==> src/rtl/vga_pkg.sv <==
// vga_pkg: shared 640x480@60 timing defaults, output mode encodings and the colour-bar palette.
package vga_pkg;
    localparam int DEF_H_ACTIVE = 640;
    localparam int DEF_H_FP     = 16;
    localparam int DEF_H_SYNC   = 96;
    localparam int DEF_H_BP     = 48;
    localparam int DEF_V_ACTIVE = 480;
    localparam int DEF_V_FP     = 10;
    localparam int DEF_V_SYNC   = 2;
    localparam int DEF_V_BP     = 33;

    typedef enum logic [1:0] {
        MODE_PASS   = 2'd0,
        MODE_BARS   = 2'd1,
        MODE_BORDER = 2'd2,
        MODE_BLACK  = 2'd3
    } mode_e;

    typedef logic [11:0] rgb_t;

    localparam rgb_t BAR_RGB [8] = '{
        12'hFFF, 12'hFF0, 12'h0FF, 12'h0F0,
        12'hF0F, 12'hF00, 12'h00F, 12'h000
    };

    // Index 8 and above marks the leftover pixels past the last full bar.
    function automatic rgb_t bar_colour(input logic [3:0] idx);
        return idx[3] ? 12'h000 : BAR_RGB[idx[2:0]];
    endfunction
endpackage

==> src/rtl/vga_delay_line.sv <==
// vga_delay_line: D-stage register pipeline of width W; D == 0 degenerates to a wire.
module vga_delay_line #(
    parameter int W = 1,
    parameter int D = 1
) (
    input  logic         clk_i,
    input  logic         rst_ni,
    input  logic [W-1:0] d_i,
    output logic [W-1:0] q_o
);
    if (D == 0) begin : g_wire
        logic unused_clk;
        assign unused_clk = clk_i ^ rst_ni;
        assign q_o = d_i;
    end else begin : g_pipe
        logic [W-1:0] pipe_q [D];
        always_ff @(posedge clk_i or negedge rst_ni) begin
            if (!rst_ni) begin
                for (int i = 0; i < D; i++) pipe_q[i] <= '0;
            end else begin
                pipe_q[0] <= d_i;
                for (int i = 1; i < D; i++) pipe_q[i] <= pipe_q[i-1];
            end
        end
        assign q_o = pipe_q[D-1];
    end
endmodule

==> src/rtl/vga_ctrl_param.sv <==
// vga_ctrl_param: parametrised VGA timing generator with latency-aligned sync, DE and test patterns.
module vga_ctrl_param
    import vga_pkg::*;
#(
    parameter int H_ACTIVE    = DEF_H_ACTIVE,
    parameter int H_FP        = DEF_H_FP,
    parameter int H_SYNC      = DEF_H_SYNC,
    parameter int H_BP        = DEF_H_BP,
    parameter int V_ACTIVE    = DEF_V_ACTIVE,
    parameter int V_FP        = DEF_V_FP,
    parameter int V_SYNC      = DEF_V_SYNC,
    parameter int V_BP        = DEF_V_BP,
    parameter bit HS_POL      = 1'b0,
    parameter bit VS_POL      = 1'b0,
    parameter int PIX_LATENCY = 1,
    parameter int CW          = 11
) (
    input  logic          clk_vga,
    input  logic          rst_vga,
    input  logic [1:0]    i_mode,
    input  logic [3:0]    i_r,
    input  logic [3:0]    i_g,
    input  logic [3:0]    i_b,
    output logic [CW-1:0] o_x,
    output logic [CW-1:0] o_y,
    output logic          o_frame_start,
    output logic          o_vga_hs,
    output logic          o_vga_vs,
    output logic [3:0]    o_vga_r,
    output logic [3:0]    o_vga_g,
    output logic [3:0]    o_vga_b,
    output logic          o_vga_de
);
    localparam int H_TOTAL = H_ACTIVE + H_FP + H_SYNC + H_BP;
    localparam int V_TOTAL = V_ACTIVE + V_FP + V_SYNC + V_BP;
    localparam int BAR_W   = H_ACTIVE / 8;

    localparam logic [CW-1:0] H_LAST   = CW'(H_TOTAL - 1);
    localparam logic [CW-1:0] V_LAST   = CW'(V_TOTAL - 1);
    localparam logic [CW-1:0] H_VIS    = CW'(H_ACTIVE);
    localparam logic [CW-1:0] V_VIS    = CW'(V_ACTIVE);
    localparam logic [CW-1:0] X_LAST   = CW'(H_ACTIVE - 1);
    localparam logic [CW-1:0] Y_LAST   = CW'(V_ACTIVE - 1);
    localparam logic [CW-1:0] HS_START = CW'(H_ACTIVE + H_FP);
    localparam logic [CW-1:0] HS_END   = CW'(H_ACTIVE + H_FP + H_SYNC);
    localparam logic [CW-1:0] VS_START = CW'(V_ACTIVE + V_FP);
    localparam logic [CW-1:0] VS_END   = CW'(V_ACTIVE + V_FP + V_SYNC);
    localparam logic [CW-1:0] BAR_LAST = CW'(BAR_W - 1);
    localparam logic [3:0]    BAR_NONE  = 4'd8;
    localparam logic [3:0]    BAR_FIRST = (BAR_W == 0) ? BAR_NONE : 4'd0;

    typedef struct packed {
        logic          hs;
        logic          vs;
        logic          de;
        mode_e         mode;
        logic [3:0]    bar;
        logic [CW-1:0] x;
        logic [CW-1:0] y;
    } pix_t;

    logic          run_q;
    logic [CW-1:0] h_cnt_q, h_cnt_d;
    logic [CW-1:0] v_cnt_q, v_cnt_d;
    logic [CW-1:0] bar_cnt_q, bar_cnt_d;
    logic [3:0]    bar_idx_q, bar_idx_d;
    mode_e         mode_q;
    logic          h_wrap;
    logic          border;
    pix_t          pix_raw, pix_dly;
    rgb_t          gfx, pat, rgb_q;
    logic          hs_q, vs_q, de_q;

    assign h_wrap = h_cnt_q == H_LAST;

    // Bar index tracks h_cnt incrementally so no divider is needed for H_ACTIVE/8.
    always_comb begin
        h_cnt_d   = h_wrap ? '0 : h_cnt_q + 1'b1;
        v_cnt_d   = !h_wrap ? v_cnt_q : (v_cnt_q == V_LAST) ? '0 : v_cnt_q + 1'b1;
        bar_cnt_d = (h_wrap || bar_cnt_q == BAR_LAST) ? '0 : bar_cnt_q + 1'b1;
        bar_idx_d = h_wrap ? BAR_FIRST
                  : (bar_idx_q != BAR_NONE && bar_cnt_q == BAR_LAST) ? bar_idx_q + 4'd1
                  : bar_idx_q;
    end

    assign o_x           = h_cnt_q;
    assign o_y           = v_cnt_q;
    assign o_frame_start = run_q && h_cnt_q == '0 && v_cnt_q == '0;

    // The first pixel's mode comes straight from i_mode so it matches the value latched into mode_q.
    always_comb begin
        pix_raw = '0;
        if (run_q) begin
            pix_raw.hs   = h_cnt_q >= HS_START && h_cnt_q < HS_END;
            pix_raw.vs   = v_cnt_q >= VS_START && v_cnt_q < VS_END;
            pix_raw.de   = h_cnt_q < H_VIS && v_cnt_q < V_VIS;
            pix_raw.mode = o_frame_start ? mode_e'(i_mode) : mode_q;
            pix_raw.bar  = bar_idx_q;
            pix_raw.x    = h_cnt_q;
            pix_raw.y    = v_cnt_q;
        end
    end

    vga_delay_line #(
        .W ($bits(pix_t)),
        .D (PIX_LATENCY)
    ) u_dly (
        .clk_i  (clk_vga),
        .rst_ni (rst_vga),
        .d_i    (pix_raw),
        .q_o    (pix_dly)
    );

    assign gfx    = {i_r, i_g, i_b};
    assign border = pix_dly.x == '0 || pix_dly.x == X_LAST || pix_dly.y == '0 || pix_dly.y == Y_LAST;
    assign pat    = (pix_dly.mode == MODE_BARS) ? bar_colour(pix_dly.bar)
                  : (pix_dly.mode == MODE_BORDER && border) ? 12'hFFF
                  : (pix_dly.mode == MODE_BLACK) ? 12'h000
                  : gfx;

    always_ff @(posedge clk_vga or negedge rst_vga) begin
        if (!rst_vga) begin
            run_q     <= 1'b0;
            h_cnt_q   <= '0;
            v_cnt_q   <= '0;
            bar_cnt_q <= '0;
            bar_idx_q <= BAR_FIRST;
            mode_q    <= MODE_PASS;
            hs_q      <= ~HS_POL;
            vs_q      <= ~VS_POL;
            de_q      <= 1'b0;
            rgb_q     <= '0;
        end else begin
            run_q <= 1'b1;
            if (run_q) begin
                h_cnt_q   <= h_cnt_d;
                v_cnt_q   <= v_cnt_d;
                bar_cnt_q <= bar_cnt_d;
                bar_idx_q <= bar_idx_d;
            end
            if (o_frame_start) mode_q <= mode_e'(i_mode);
            hs_q  <= pix_dly.hs ? HS_POL : ~HS_POL;
            vs_q  <= pix_dly.vs ? VS_POL : ~VS_POL;
            de_q  <= pix_dly.de;
            rgb_q <= pix_dly.de ? pat : 12'h000;
        end
    end

    assign o_vga_hs = hs_q;
    assign o_vga_vs = vs_q;
    assign o_vga_de = de_q;
    assign {o_vga_r, o_vga_g, o_vga_b} = rgb_q;
endmodule

==> config.mk <==
export PLATFORM = sky130hd
export DESIGN_NAME = vga_ctrl_param
export DESIGN_NICKNAME = d
export VERILOG_FILES = /design/src/rtl/vga_pkg.sv /design/src/rtl/vga_delay_line.sv /design/src/rtl/vga_ctrl_param.sv
export SDC_FILE = /design/constraint.sdc
export NUM_CORES = 1
export LEC_CHECK = 0
export CAP_MARGIN = 0
export CORE_MARGIN = 3
export CORE_UTILIZATION = 59
export CTS_CLUSTER_DIAMETER = 100
export DETAILED_ROUTE_END_ITERATION = 10
export GPL_TIMING_DRIVEN = 0
export PLACE_DENSITY = 0.85
export SYNTH_ARGS = -nofsm -noshare
export SYNTH_HDL_FRONTEND = slang
export SYNTH_SLANG_ARGS = --single-unit
export TNS_END_PERCENT = 10
==> constraint.sdc <==
create_clock -name clk_vga -period 4 [get_ports clk_vga]
set_input_delay 0.8 -clock clk_vga [delete_from_list [all_inputs] [get_ports clk_vga]]
set_output_delay 0.8 -clock clk_vga [all_outputs]
set_load 0.01 [all_outputs]
==> metrics <==
outcome complete, no violations; insertion delay to the later sink of the worst-skew pair around 0.35 ns; cells along the critical path inv_1 > ha_1 > nor4b_4 > nand4_1 > nor2_1 > clkdlybuf4s50_1; post-CTS setup buffers 0; Synth top area share between 50% and 60%; mux contribution to synthesized area less than 1%; Mapped Avg Cell Area 10.7 um^2; Clk pin slew, worst setup/hold paths around 0.090 ns; DP Area 4610 um^2; Post-Syn Nets between 300 and 400; Sw Share 30.4%; Post-Synth Simple-Gate Area about 23%; non-filler instance count after layout about 520; RSZ-0062 raised after global routing false; drt first pass iters 4; final instance area about 4800 um^2; sequential share of power around 49%; Antenna Cells 0; CP max stage delay around 0.54 ns; Inst Count DP approximately 500; top cells by area, synth dfrtp_1, and2_1, inv_1, a41oi_1, ha_1; dominant synthesized flop cell dfrtp_1; FMAX 0.309 GHz; hpwl dp ~6.0 mm; Clock power frac a little over a quarter; # Max-Cap Violations 0; # DRC 0; CP required roughly 3.2 ns; Worst EP arrival 2.44 ns; yosys warns 0; Post-Synth Adder-Cell Area between 2 and 3%; cell-internal power between 1500 and 2000 uW; cts hold-fix bufs 0; critical path capture point type primary output; HP Class in2async; overall die height around 88 um; clock tree buffer depth 2; wire per inst 16.4 um; # rows 29; DIE WIDTH a little under 90 um; H-tree levels 3; Synth Area in Compound Gates under 10%; GRT Util Overall 23.7%; clock sink total 86; largest net degree at the start of global routing 59; Setup Skew 0.00789 ns; fillers 470; Sw Pwr approximately 680 uW; Starting Density between 60% and 70%; placer congestion estimate 0.861; Port Buf Inserts 53; I/O Pins 54; first-pass GRT wire length 14.1 mm; Crit Path Max Fanout 8; combinational power share 24.1%; First DRT Iteration DRCs between 150 and 200; Static Leak ~0.0022 uW; antenna violations before repair 0; asr flop ratio synth 100%; CTS resizes 0; Slowest cell on crit path clkdlybuf4s50_1; XOR/XNOR share of the synthesized area approximately 4.4%; CTS tree built; Area Growth Syn to Fin 21.5%; number of vias per cell 5.84; die area 7720 um^2; number of synthesized flops with an enable pin 0; CTS Buf Count 9; fin. max-slew vios 0; number of global-route vias before repair a little under 3000; Congestion Overflow GR 0; post-synth cell types 52; final count of negative-setup-slack endpoints 0; PwrDens 465 nW/um^2; Syn Inst Count between 300 and 400; Synth Cell Area around 4000 um^2; CP Launch Type flip-flop; post-route ant nets 0; Core Area 6420 um^2; setup TNS 0 ns; WL final 8.43 mm; Setup CP Type reg2out; Yosys top cell by area dfrtp_1; worst ir drop on vdd 0.000289 V; Layout Nets between 400 and 500; Hold Slack ~0.36 ns; fin crit share ~81%; Min Clock Period, post-route 3.24 ns; routed vias ~3000; largest family of logic cells by synthesized area simple AND/OR/NAND/NOR gates; share of cells above drive strength 1 9.36%; clk root buf clkbuf_8; FF+latch count, synth 86; Hold Fails Final Rpt 0; sequential share of the synthesized area 54.5%
Yosys cell counts (5+ instances only):
library cell,instances
and3_1,9
buf_6,6
xor2_1,11
and2_1,24
nand2_1,22
dfrtp_1,84
nor2_1,16
ha_1,8
nand3_1,20
o21ai_0,17
xnor2_1,9
nor3_1,12
inv_1,30
clkbuf_1,5
a41oi_1,12
nand4_1,11
a21oi_1,10
critical path, delay by kind of cell (launching register included):
family | cells | cell delay, ns
simple gates | 3 | 0.79
buf+inv | 2 | 0.66
flops | 1 | 0.48
fa+ha+maj | 1 | 0.16
layer usage:
layer | up-vias | share of wire (%) | GRT usage, %
met5 | - | 0 | 0
met4 | 0 | 1.5 | 8.37
met3 | 13 | 4.6 | 3.10
met2 | 99 | 49 | 38.2
met1 | 1469 | 45 | 33.1
li1 | 1428 | - | -
metrics by stage:
| stage | util (%) | total power (uW) | setup slack [ns] |
|---|---|---|---|
| after floorplan | - | 1400 | 1.86 |
| after global placement | 71.3 | 1620 | -0.808 |
| after detailed placement | 71.7 | 1650 | 1.15 |
| after CTS | 74.8 | 2250 | 0.741 |
| after global routing | 74.8 | 2350 | 0.612 |
| final | 74.8 | 2230 | 0.761 |
power groups by stage:
stage | Combinational (uW) | Sequential (uW) | Clock, uW
2_1_floorplan | 290 | 1110 | 0
3_3_place_gp | 517 | 1100 | 0
3_5_place_dp | 541 | 1110 | 0
4_1_cts | 543 | 1090 | 616
5_1_grt | 593 | 1110 | 648
6_report | 537 | 1090 | 606
final cells by class:
type | instances | area [um^2] | area share (%)
buffer | 15 | 106 | 2.21
clock buffer | 10 | 128 | 2.66
clock inverter | 6 | 70.1 | 1.46
inverter | 30 | 113 | 2.34
multi-input combinational | 237 | 1580 | 32.9
sequential | 86 | 2150 | 44.8
tap | 77 | 96.3 | 2.01
timing repair buffer | 54 | 556 | 11.6
worst paths after layout:
check,from,end,slack (ns),cells past startpoint
worst max-delay path,o_y[0],o_frame_start,0.76,6
worst min-delay path,rst_vga,rgb_q[5],0.36,1
worst max register to register,o_y[0],mode_q[1],1.99,6
worst min register to register,u_dly.q_o[30],o_vga_hs,0.36,1
max in group asynchronous,rst_vga,o_vga_hs,2.98,2
min in group clk_vga,u_dly.q_o[30],o_vga_hs,0.36,1
registers in the layout (all words and copies together), names as in the netlist:
signal,cells
u_dly.q_o,31
bar_cnt_q,11
o_vga_hs,1
o_y,11
mode_q,2
o_vga_de,1
bar_idx_q,4
rgb_q,12
run_q,1
o_x,11
o_vga_vs,1
kinds of logic after synthesis:
| kind of cell | Yosys count |
|---|---|
| flip-flops | 86 |
| adder cells (fa/ha/maj) | 8 |
| AO/OA/AOI/OAI | 58 |
| multiplexers | 2 |
| AND/OR/NAND/NOR | 148 |
| buffers and inverters | 45 |
| other | 1 |
| XOR/XNOR | 20 |
cell usage in the layout (no fill, tap or decap), drive strengths merged, types with 9 or more instances in the layout:
cell type,instances
buf,11
xor2,11
clkdlybuf4s50,52
nand2,22
nand3,21
xnor2,9
and3,10
nand4,12
inv,31
clkbuf,16
a41oi,12
and2,24
nor3,15
a21oi,10
nor2,16
dfrtp,84
o21ai,21
Power figures use the tool's default switching activity.
